--- config.mk ---
export PLATFORM = sky130hd
export DESIGN_NAME = var_delay_line
export DESIGN_NICKNAME = d
export VERILOG_FILES = /design/src/rtl/var_delay_line.sv
export SDC_FILE = /design/constraint.sdc
export NUM_CORES = 1
export LEC_CHECK = 0
export ABC_CLOCK_PERIOD_IN_PS = 2900
export CAP_MARGIN = 20
export CELL_PAD_IN_SITES_DETAIL_PLACEMENT = 1
export CELL_PAD_IN_SITES_GLOBAL_PLACEMENT = 1
export CORE_ASPECT_RATIO = 1.2
export CORE_MARGIN = 2
export CORE_UTILIZATION = 32
export CTS_CLUSTER_DIAMETER = 50
export CTS_CLUSTER_SIZE = 25
export DETAILED_ROUTE_END_ITERATION = 16
export GPL_TIMING_DRIVEN = 0
export PLACE_DENSITY = 0.64
export SLEW_MARGIN = 25
export SYNTH_ARGS = -nofsm -noshare
export SYNTH_HDL_FRONTEND = slang
export SYNTH_SLANG_ARGS = --single-unit
--- constraint.sdc ---
create_clock -name clk -period 2.9 [get_ports clk]
set_clock_uncertainty 0.1 [all_clocks]
set_input_delay 0.87 -clock clk [delete_from_list [all_inputs] [get_ports clk]]
set_output_delay 0.87 -clock clk [all_outputs]
set_load 0.05 [all_outputs]
--- src/rtl/var_delay_line.sv ---
`default_nettype none
// ============================================================================
//  Module   : var_delay_line
//  Purpose  : Run-time programmable delay line (1..MAX_DEPTH en-cycles) with
//             valid tagging, stall support and a settle sequence after every
//             delay change so stale words are never flagged valid.
//  Options  : VAR_DELAY_LINE_BYPASS_EN - delay_cfg=0 selects a zero-latency
//             combinational bypass instead of clamping to 1.
//  Revision : 1.0 - initial release
// ============================================================================
module var_delay_line #(
   parameter int WIDTH       = 32,
   parameter int MAX_DEPTH   = 8,
   parameter int DW          = 8,
   parameter int RESET_DELAY = 1
) (
   input  logic             clk,
   input  logic             reset,
   input  logic             en,
   input  logic             in_valid,
   input  logic [WIDTH-1:0] data_in,
   input  logic             load,
   input  logic [DW-1:0]    delay_cfg,
   output logic [WIDTH-1:0] data_out,
   output logic             out_valid,
   output logic             busy,
   output logic [DW-1:0]    cur_delay
);

   localparam logic [DW-1:0] MAX_DELAY = DW'(MAX_DEPTH);
   localparam logic [DW-1:0] RST_DELAY = DW'(RESET_DELAY);
`ifdef VAR_DELAY_LINE_BYPASS_EN
   localparam bit BYPASS = 1'b1;
`else
   localparam bit BYPASS = 1'b0;
`endif

   typedef enum logic [0:0] {
      ST_RUN    = 1'b0,
      ST_SETTLE = 1'b1
   } state_t;

   state_t               state_q, state_d;
   logic [DW-1:0]        cur_delay_q, cur_delay_d;
   logic [DW-1:0]        settle_cnt_q, settle_cnt_d;
   logic [DW-1:0]        cfg_clamped;
   logic                 zero_sel;
   logic [MAX_DEPTH-1:0] valid_q, valid_d;
   logic [WIDTH-1:0]     data_q [MAX_DEPTH];
   logic [WIDTH-1:0]     data_d [MAX_DEPTH];
   logic [WIDTH-1:0]     tap_data;
   logic                 tap_valid;

   // Clamp the requested delay into the legal range (0 kept only for bypass).
   always_comb begin
      cfg_clamped = delay_cfg;
      if (delay_cfg > MAX_DELAY) begin
         cfg_clamped = MAX_DELAY;
      end
`ifndef VAR_DELAY_LINE_BYPASS_EN
      else if (delay_cfg == '0) begin
         cfg_clamped = DW'(1);
      end
`endif
      zero_sel = BYPASS && (cfg_clamped == '0);
   end

   // Shift the {valid, data} stages on every enabled cycle, hold otherwise.
   always_comb begin
      valid_d = valid_q;
      data_d  = data_q;
      if (en) begin
         valid_d   = {valid_q[MAX_DEPTH-2:0], in_valid};
         data_d[0] = data_in;
         for (int i = 1; i < MAX_DEPTH; i++) begin
            data_d[i] = data_q[i-1];
         end
      end
   end

   // Next-state logic: a load restarts the settle count (last load wins);
   // otherwise SETTLE counts down enabled cycles until the line has refilled.
   always_comb begin
      state_d      = state_q;
      cur_delay_d  = cur_delay_q;
      settle_cnt_d = settle_cnt_q;
      if (load && ((state_q == ST_SETTLE) || (cfg_clamped != cur_delay_q))) begin
         cur_delay_d = cfg_clamped;
         if (zero_sel) begin
            // Bypass taps data_in directly, so there is nothing to flush.
            state_d      = ST_RUN;
            settle_cnt_d = '0;
         end else begin
            state_d      = ST_SETTLE;
            settle_cnt_d = cfg_clamped;
         end
      end else if ((state_q == ST_SETTLE) && en) begin
         settle_cnt_d = settle_cnt_q - DW'(1);
         if (settle_cnt_q == DW'(1)) begin
            state_d = ST_RUN;
         end
      end
   end

   // State, delay and storage registers with asynchronous clear.
   always_ff @(posedge clk or negedge reset) begin
      if (!reset) begin
         state_q      <= ST_RUN;
         cur_delay_q  <= RST_DELAY;
         settle_cnt_q <= '0;
         valid_q      <= '0;
         for (int i = 0; i < MAX_DEPTH; i++) begin
            data_q[i] <= '0;
         end
      end else begin
         state_q      <= state_d;
         cur_delay_q  <= cur_delay_d;
         settle_cnt_q <= settle_cnt_d;
         valid_q      <= valid_d;
         data_q       <= data_d;
      end
   end

   // Select stage (cur_delay-1) and qualify it; out_valid is masked while busy.
   always_comb begin
      tap_data  = '0;
      tap_valid = 1'b0;
      for (int i = 0; i < MAX_DEPTH; i++) begin
         if (cur_delay_q == DW'(i + 1)) begin
            tap_data  = data_q[i];
            tap_valid = valid_q[i];
         end
      end
      busy      = (state_q == ST_SETTLE);
      cur_delay = cur_delay_q;
      data_out  = tap_data;
      out_valid = tap_valid & ~busy;
`ifdef VAR_DELAY_LINE_BYPASS_EN
      if (cur_delay_q == '0) begin
         data_out  = data_in;
         out_valid = in_valid;
      end
`endif
   end

endmodule
`default_nettype wire

==> reports/summary.md, run 1 <==
The worst setup path is of the register to output pin kind. The routed wire length came out at 38100 um. The final reports fail on negative setup slack. 0 antenna diodes ended up in the layout.

By area the synthesized netlist is led by dfrtp_1, mux2_2, mux2i_1. The tools report the number of search-and-repair iterations in the first detailed-routing pass as 4. The Yosys step of the flow raised 0 warnings.

The path class of the tightest hold or removal check is primary input to asynchronous set/reset pin. In the finished design, the share of the clock period the worst path needs comes to 120%. After routing the design area is 0.0173 sq mm. After detailed routing, the number of remaining DRC violations is 0.

The number of global-route vias before repair is 9898. The highest metal layer with signal wires was met4. Of all cell types, the one taking the most synthesized area is dfrtp_1. The dominant synthesized flop cell was dfrtp_1. The floorplan step defined a die boundary enclosing 0.0421 sq mm.

The mean cell area of the mapped netlist came out at 12.8 sq um. Setup repair after global routing could not meet its margin everywhere. The total of fill cells in the finished design is 4097, and the number of instances in the placed design is 1631. Global routing used 18.4% of the available tracks across all layers.

The count of buffers from port buffering is 85, and the number of nets in the layout is 1200. Root buffer cell: clkbuf_16. The setup check on the worst reg-to-reg path leaves a slack of 0.83 ns. Data on the critical path arrives at its endpoint at 2.51 ns.

Entering global routing, the biggest net connects 94 pins. For this block, the initial DRC count from the detailed router was 347. The achievable frequency was 0.287 GHz; the die height was 224 um. Summed over all cells, the static leakage comes to 6.85 nW. Measured against its own limit, the worst slew margin works out to 40.8%. Adding up every negative setup slack in the final design gives -17.01 ns. The logs give 1 for the maximum level of the CTS H-tree and 0 for the final count of pins violating max slew.

The smallest clock period supported by the final layout is computed as 3.48 ns. Instance count of the mapped netlist: 1010. The non-filler instance count after layout is 1709, and the number of enable-type register cells in the synthesized netlist is 0. The count of different cell masters after synthesis is 54. The detailed router put a total of 16600 um of wire on met1. Data on the critical path is required at its endpoint by 1.93 ns.

Measured along the x axis, the die boundary spans 188 um. The power density relative to cell area came out at 768 mW/mm^2. After global routing the overflow that remains totals 0. The run gives 54.4% as the register area share after synthesis.

The ratio of cells with drive above 1 in the final layout works out to 47.5%. Final hold analysis gives a worst-case slack of 0.0670 ns. Setup violations remaining at the end of the flow were counted as 33. Max-cap violations in this run came to 0. After legalization and detailed placement, the total HPWL measured 24200 um. The run gives 0.0398 sq mm as the core box area. The tools report the number of failing hold endpoints at the final stage as 0. The detail route stage leaves a number of antenna-violating nets equal to 0. Minimum setup slack in the final design: -0.581 ns.

The flow ran to the end, but the final reports show violations. The transition time of the tightest slew-check pin is 0.888 ns. STA classifies the critical path startpoint as a register. For the worst-skew pair, the clock arrives at the later sink with an insertion delay of 0.57 ns. The first global-routing pass estimated 59800 um of wire. After synthesis, the largest area contributor takes up 54.1% of total cell area. The area growth from synthesis to layout is 33.4%. For this design, the sink count on the clock tree is 281. VDD sags by at most 0.483 mV. The run gives 87 as the I/O pin total. The clock passes through at most 3 buffers.

The maximum fanout count along the critical path is 5. The routed layout has 8855 vias. For this configuration, the core starts out at a cell density of 32.5%.

After clock tree synthesis, the clock-pin slew on the worst setup and hold paths is 0.07 ns. TritonCTS built the clock tree. The number of flip-flops and latches in the synthesized netlist was 281; the number of rows created at floorplan was 80. In this run the cell area of the synthesized design comes to 0.0129 sq mm. The core utilization of the finished layout is 43.3%, and the average wire per cell in the routed design is 22.3 um. The type of element capturing the critical path is an output pin. Counting every net in the synthesized netlist gives 1057. Once placement finished, the instance area stood at 0.0151 sq mm.

The via count normalized by instance count works out to 5.18. The initial antenna violation count came out at 0. Wire segments on met2 add up to 19200 um in the final route.

Routability-driven placement finished with a final weighted congestion of 0.776. Counting flops with an async set or reset pin after synthesis yields a share of 100%. The clock buffer count from CTS came out at 31. The routed wire length on met3 came out at 1480 um.
-- kinds of logic after synthesis --
| kind of cell | after synthesis | synth area share, % |
|---|---|---|
| buf+inv | 78 | 2.65 |
| xor+xnor | 10 | 0.677 |
| simple gates | 159 | 5.63 |
| flops | 281 | 54.4 |
| compound gates | 160 | 9.22 |
| fa+ha+maj | 2 | 0.193 |
| mux | 320 | 27.3 |
-- state kept, by name (all words and copies together), names as in the netlist --
signal and count:
busy 1, valid_q 8, data_q 256, settle_cnt_q 8, cur_delay 8
-- worst max-delay path, cell delays in order (launching register included) --
cell and delay, ns:
dfrtp_2 0.44, nor4_4 0.29, buf_6 0.17, nand3_4 0.11, buf_12 0.17, buf_12 0.14, o221a_4 0.28, a21oi_4 0.16
buf_6 0.18
-- metal layers --
layer  track usage, %  vias to the layer above
li1                 -                     4004
met1             23.6                     4626
met2             32.5                      162
met3             2.53                       63
met4             5.31                        0
met5                0                        -
-- final timing paths --
kind	depth (start not counted)	endpoint	startpoint
setup / recovery	8	data_out[11]	cur_delay[5]$_DFFE_PN0P_
hold / removal	1	data_q[225]$_DFFE_PN0P_	reset
setup reg to reg	6	busy$_DFFE_PN0P_	cur_delay[3]$_DFFE_PN0P_
hold reg to reg	1	data_q[12]$_DFFE_PN0P_	data_q[12]$_DFFE_PN0P_
max in group asynchronous	3	data_q[206]$_DFFE_PN0P_	reset
min in group clk	1	data_q[12]$_DFFE_PN0P_	data_q[12]$_DFFE_PN0P_
-- area by class of cell --
cell class                 count  area, sq um  area share (%)
buffer                        71          629            3.64
clock buffer                  41          893            5.17
clock inverter                15          270            1.57
inverter                       7         30.0           0.174
multi-input combinational    652         6490            37.6
sequential                   281         7040            40.8
tap                          533          667            3.86
timing repair buffer         109         1250            7.23
-- stage by stage --
| stage | power (mW) | setup WS [ns] |
|---|---|---|
| CTS | 13.4 | -0.606 |
| detailed placement | 8.57 | -1.46 |
| global placement | 8.44 | -12.77 |
| global route | 13.9 | -0.681 |
| finish | 13.3 | -0.581 |
| floorplan | 7.59 | -0.0479 |
-- cell usage after synthesis, drive strengths merged (2+ instances only) --
master / number
nand3: 6
nor3: 6
a32oi: 2
nand2b: 6
nor2: 43
or4: 2
a22o: 3
nand3b: 2
buf: 42
nand2: 75
o221ai: 31
nor4: 2
a22oi: 4
a221oi: 2
a21oi: 35
xnor2: 5
or3: 6
mux2i: 58
o221a: 27
xor2: 5
mux2: 262
o21ai: 41
inv: 7
nor2b: 7
clkbuf: 29
o311ai: 2
dfrtp: 280
ha: 2
-- cell usage in the layout (no fill, tap or decap), types with 16 or more instances in the layout --
| master | Yosys | routed |
|---|---|---|
| buf_4 | 1 | 16 |
| a21oi_4 | 0 | 27 |
| buf_2 | 37 | 22 |
| mux2i_1 | 58 | 57 |
| nand2_1 | 75 | 74 |
| nor2_1 | 42 | 38 |
| o21ai_0 | 38 | 34 |
| dfrtp_1 | 280 | 273 |
| mux2_2 | 262 | 262 |
| clkbuf_8 | 0 | 18 |
| o221a_4 | 0 | 27 |
| buf_6 | 0 | 38 |
| clkdlybuf4s50_1 | 0 | 46 |
| o221ai_2 | 0 | 19 |
| clkbuf_16 | 0 | 32 |
-- power by group --
group | leakage [nW] | internal, mW | total (mW) | switching, mW
Sequential | 3.33 | 4.92 | 5.71 | 0.788
Combinational | 2.95 | 1.56 | 3.10 | 1.54
Clock | 0.570 | 2.72 | 4.46 | 1.73
-- timing repair --
action                                  CTS  global route
endpoints found under the setup margin   35            35
pin swaps                                43            31
endpoints found under the hold margin     0             0
hold buffers                              0             0
gates cloned                              2             1
setup buffers                            16             3
resized for setup                       380             9
Power figures use the tool's default switching activity.
==> run 2: changes to the inputs <==
--- a/config.mk
+++ b/config.mk
@@ -10,7 +10,7 @@
 export CELL_PAD_IN_SITES_DETAIL_PLACEMENT = 1
 export CELL_PAD_IN_SITES_GLOBAL_PLACEMENT = 1
 export CORE_ASPECT_RATIO = 1.2
-export CORE_MARGIN = 2
+export CORE_MARGIN = 1.5
 export CORE_UTILIZATION = 32
 export CTS_CLUSTER_DIAMETER = 50
 export CTS_CLUSTER_SIZE = 25
==> reports/summary.md, run 2 (same netlist as run 1, synthesis figures left out) <==
Final RePlAce weighted congestion: 0.817 (+5.3%). For the deepest clock path buffer count, the log shows 3 (unchanged). The run gives 80 (unchanged) as the number of rows created at floorplan. The finished layout cell area is 0.0170 sq mm (-1.6%). Power density relative to cell area: 754 mW/mm^2 (-1.9%). The logs give 8.76 mW (-4.9%) for the design internal power and 2.51 ns (about the same) for the arrival time reported for the critical path endpoint.

The number of failing hold endpoints at the final stage came out at 0 (unchanged). Die span in x: 187 um (-0.53%). The checks that failed: negative setup slack.

The combinational share of power came out at 23.8% (+0.4 points). The floorplan die area came out at 0.0417 sq mm (-0.98%). The number of routed nets with antenna violations is 0 (unchanged), and the achievable frequency is 0.287 GHz (about the same). The run gives 1.93 ns (about the same) as the required time of the critical path. The residual overflow from global routing is 0 (unchanged). The part of the total power dissipated in sequential elements was 44.5% (+1.5 points). The post-route total power was 12.8 mW (-3.5%). The area growth from synthesis to final layout is 31.3%. The source-to-sink clock delay at the later pin of the worst-skew pair was 0.57 ns (about the same); the clock buffer count from CTS was 30 (-3.2%). The number of antenna diodes is 0 (unchanged), and the I/O pin total is 87 (unchanged). The transition time of the tightest slew-check pin is 0.782 ns (-0.105 ns), and the largest net degree at the start of global routing is 88 (-6.4%). The tools report the initial core utilization as 32.5% (unchanged).

The tools report the first-pass GRT wire length as 58000 um (-2.9%). The final-report setup violation count is 33 (unchanged). The worst setup path is launched from a register. The minimum setup slack in the final design is -0.579 ns (+0.00190 ns).

The slowest stage of the critical path is the dfrtp_2 cell. By startpoint and endpoint, the worst setup path is classified as register to output pin. The logs give 37200 um (-2.3%) for the routed wire length and 1 (unchanged) for the maximum level of the CTS H-tree. TritonCTS built the clock tree.

The total of fill cells in the finished design was 4178 (+2.0%). The tools report the number of maximum-capacitance violations as 0 (unchanged). Traced cell by cell, the critical path runs through nor4_4 > buf_4 > nand3_4 > buf_6 > o221a_2 > a21oi_4 > buf_6. The logs give 0.0398 sq mm (unchanged) for the core box area and 281 (unchanged) for the number of sinks handled by clock tree synthesis.

The tools report the via count as 8865 (+0.11%). The biggest cell delay along the critical path is 0.43 ns (about the same), and the flip-flop count of the largest register, all copies and words added is 256 (unchanged). The post-detailed-placement half-perimeter wirelength was 24300 um (+0.30%); the number of global-route vias before repair was 9505 (-4.0%).

The clock transition time at the flip-flop clock pins of the worst setup and hold paths came out at 0.07 ns (about the same). The net switching power came out at 4.05 mW (-0.30%). Number of nets in the layout: 1203 (+0.25%). The cell that appears most often on the critical path is buf_6.

The number of buffers and inverters on the critical path was 3 (-1). The tools report the root buffer cell as clkbuf_16. For the overall routing resource usage, the log shows 18.1% (-0.31 points).

Register containing the most flip-flops in the final layout: data_q. The via count normalized by instance count was 5.18 (about the same). Commonest non-fill, non-tap cell in the layout: dfrtp_1.

The logs give 47.9% (+7.0 points) for the remaining max-slew budget at the tightest pin and 0.0151 sq mm (unchanged) for the placed standard-cell area. The average wire per cell in the routed design was 21.7 um (-2.5%); the remaining routing DRC violations was 0 (unchanged). The run gives 0.575 mV (+19%) as the largest vdd supply drop. The net switching share of the total power is 31.6% (+1.0 points), and the number of search-and-repair iterations in the first detailed-routing pass is 4 (unchanged). Die height: 223 um (-0.45%). In this run the worst hold path is classified as primary input to asynchronous set/reset pin. The number of buffers added to fix hold violations after cts was 0 (unchanged); the starting DRC count in detailed routing was 382 (+10%). The initial antenna violation count came out at 0 (unchanged). Setup repair after global routing could not meet its margin everywhere. The count of buffers from port buffering is 85 (unchanged). The maximum fanout count along the critical path is 10 (+5).

The run gives 1631 (unchanged) as the number of instances in the placed design. The final count of pins violating max slew is 0 (unchanged), and the ratio of cells with drive above 1 in the final layout is 48.2% (+0.64 points). The power share of the clock group is 31.8% (-1.8 points), and the post-placement worst setup slack is -1.42 ns (+0.0359 ns). In the layout the commonest cells are dfrtp_1, mux2_2, nand2_1, mux2i_1, clkdlybuf4s50_1. Gate family responsible for the most delay along the worst path: buffers and inverters. Minimum clock period after layout: 3.48 ns (-0.00190 ns).

For the non-filler instance count after layout, the log shows 1712 (+0.18%). Share of the clock period used by the worst path: 120% (about the same). The run finished, with violations left. The reported leakage power is 6.71 nW (-2.0%), and the worst hold margin is 0.106 ns (+0.0391 ns). STA classifies the critical path endpoint as an output pin.
run 2: routing by layer:
metal,track usage (%),up-vias,routed length [um]
met5,0,-,0
met3,1.97,52,1460
met1,23.7,4642,16200
met2,31.3,171,18600
met4,5.98,0,994
li1,-,4000,-
run 2: worst register-to-register path, cell delays in order (launching register included):
cell and delay [ns]:
dfrtp_2 0.40, buf_4 0.19, or3_1 0.38, or4_4 0.42, o22ai_2 0.15, a21boi_2 0.16
a21o_1 0.19
run 2: path summary, 6_finish.rpt:
path	end	start	depth (start not counted)	slack (ns)
max	data_out[21]	cur_delay[5]$_DFFE_PN0P_	7	-0.58
min	data_q[132]$_DFFE_PN0P_	reset	1	0.11
max reg2reg	busy$_DFFE_PN0P_	cur_delay[3]$_DFFE_PN0P_	6	0.81
min reg2reg	data_q[19]$_DFFE_PN0P_	data_q[19]$_DFFE_PN0P_	1	0.41
max in group asynchronous	data_q[145]$_DFFE_PN0P_	reset	3	1.45
min in group clk	data_q[19]$_DFFE_PN0P_	data_q[19]$_DFFE_PN0P_	1	0.41
run 2: cell type report:
type	instances	area, sq um	area share [%]
plain buffers	71	653	3.84
clock buffers	32	779	4.59
clock inverters	23	269	1.58
inverters	7	30.0	0.177
multi-input cells	652	6340	37.3
flip-flops and latches	281	7040	41.4
well taps	533	667	3.93
repair buffers	113	1210	7.13
run 2: power groups by stage:
stage	clock, mW	combinational, mW	sequential [mW]
after CTS	4.19	3.06	5.68
after global routing	4.33	3.26	5.85
after detailed placement	0	2.87	5.69
after floorplan	0	2.13	5.46
final	4.07	3.04	5.70
after global placement	0	2.79	5.65
run 2: stage by stage:
stage	utilization, %	TNS (ns)
2_1_floorplan	-	-0.0850
3_3_place_gp	37.6	-3295.89
3_5_place_dp	37.8	-40.05
4_1_cts	42.3	-18.08
5_1_grt	42.6	-19.85
6_report	42.6	-17.68
run 2: timing repair:
action / 4_1_cts / 5_1_grt
setup endpoints to repair: 35 / 33
setup buffers: 17 / 7
pin swaps: 13 / 7
resized for setup: 354 / 16
gates cloned: 2 / 0
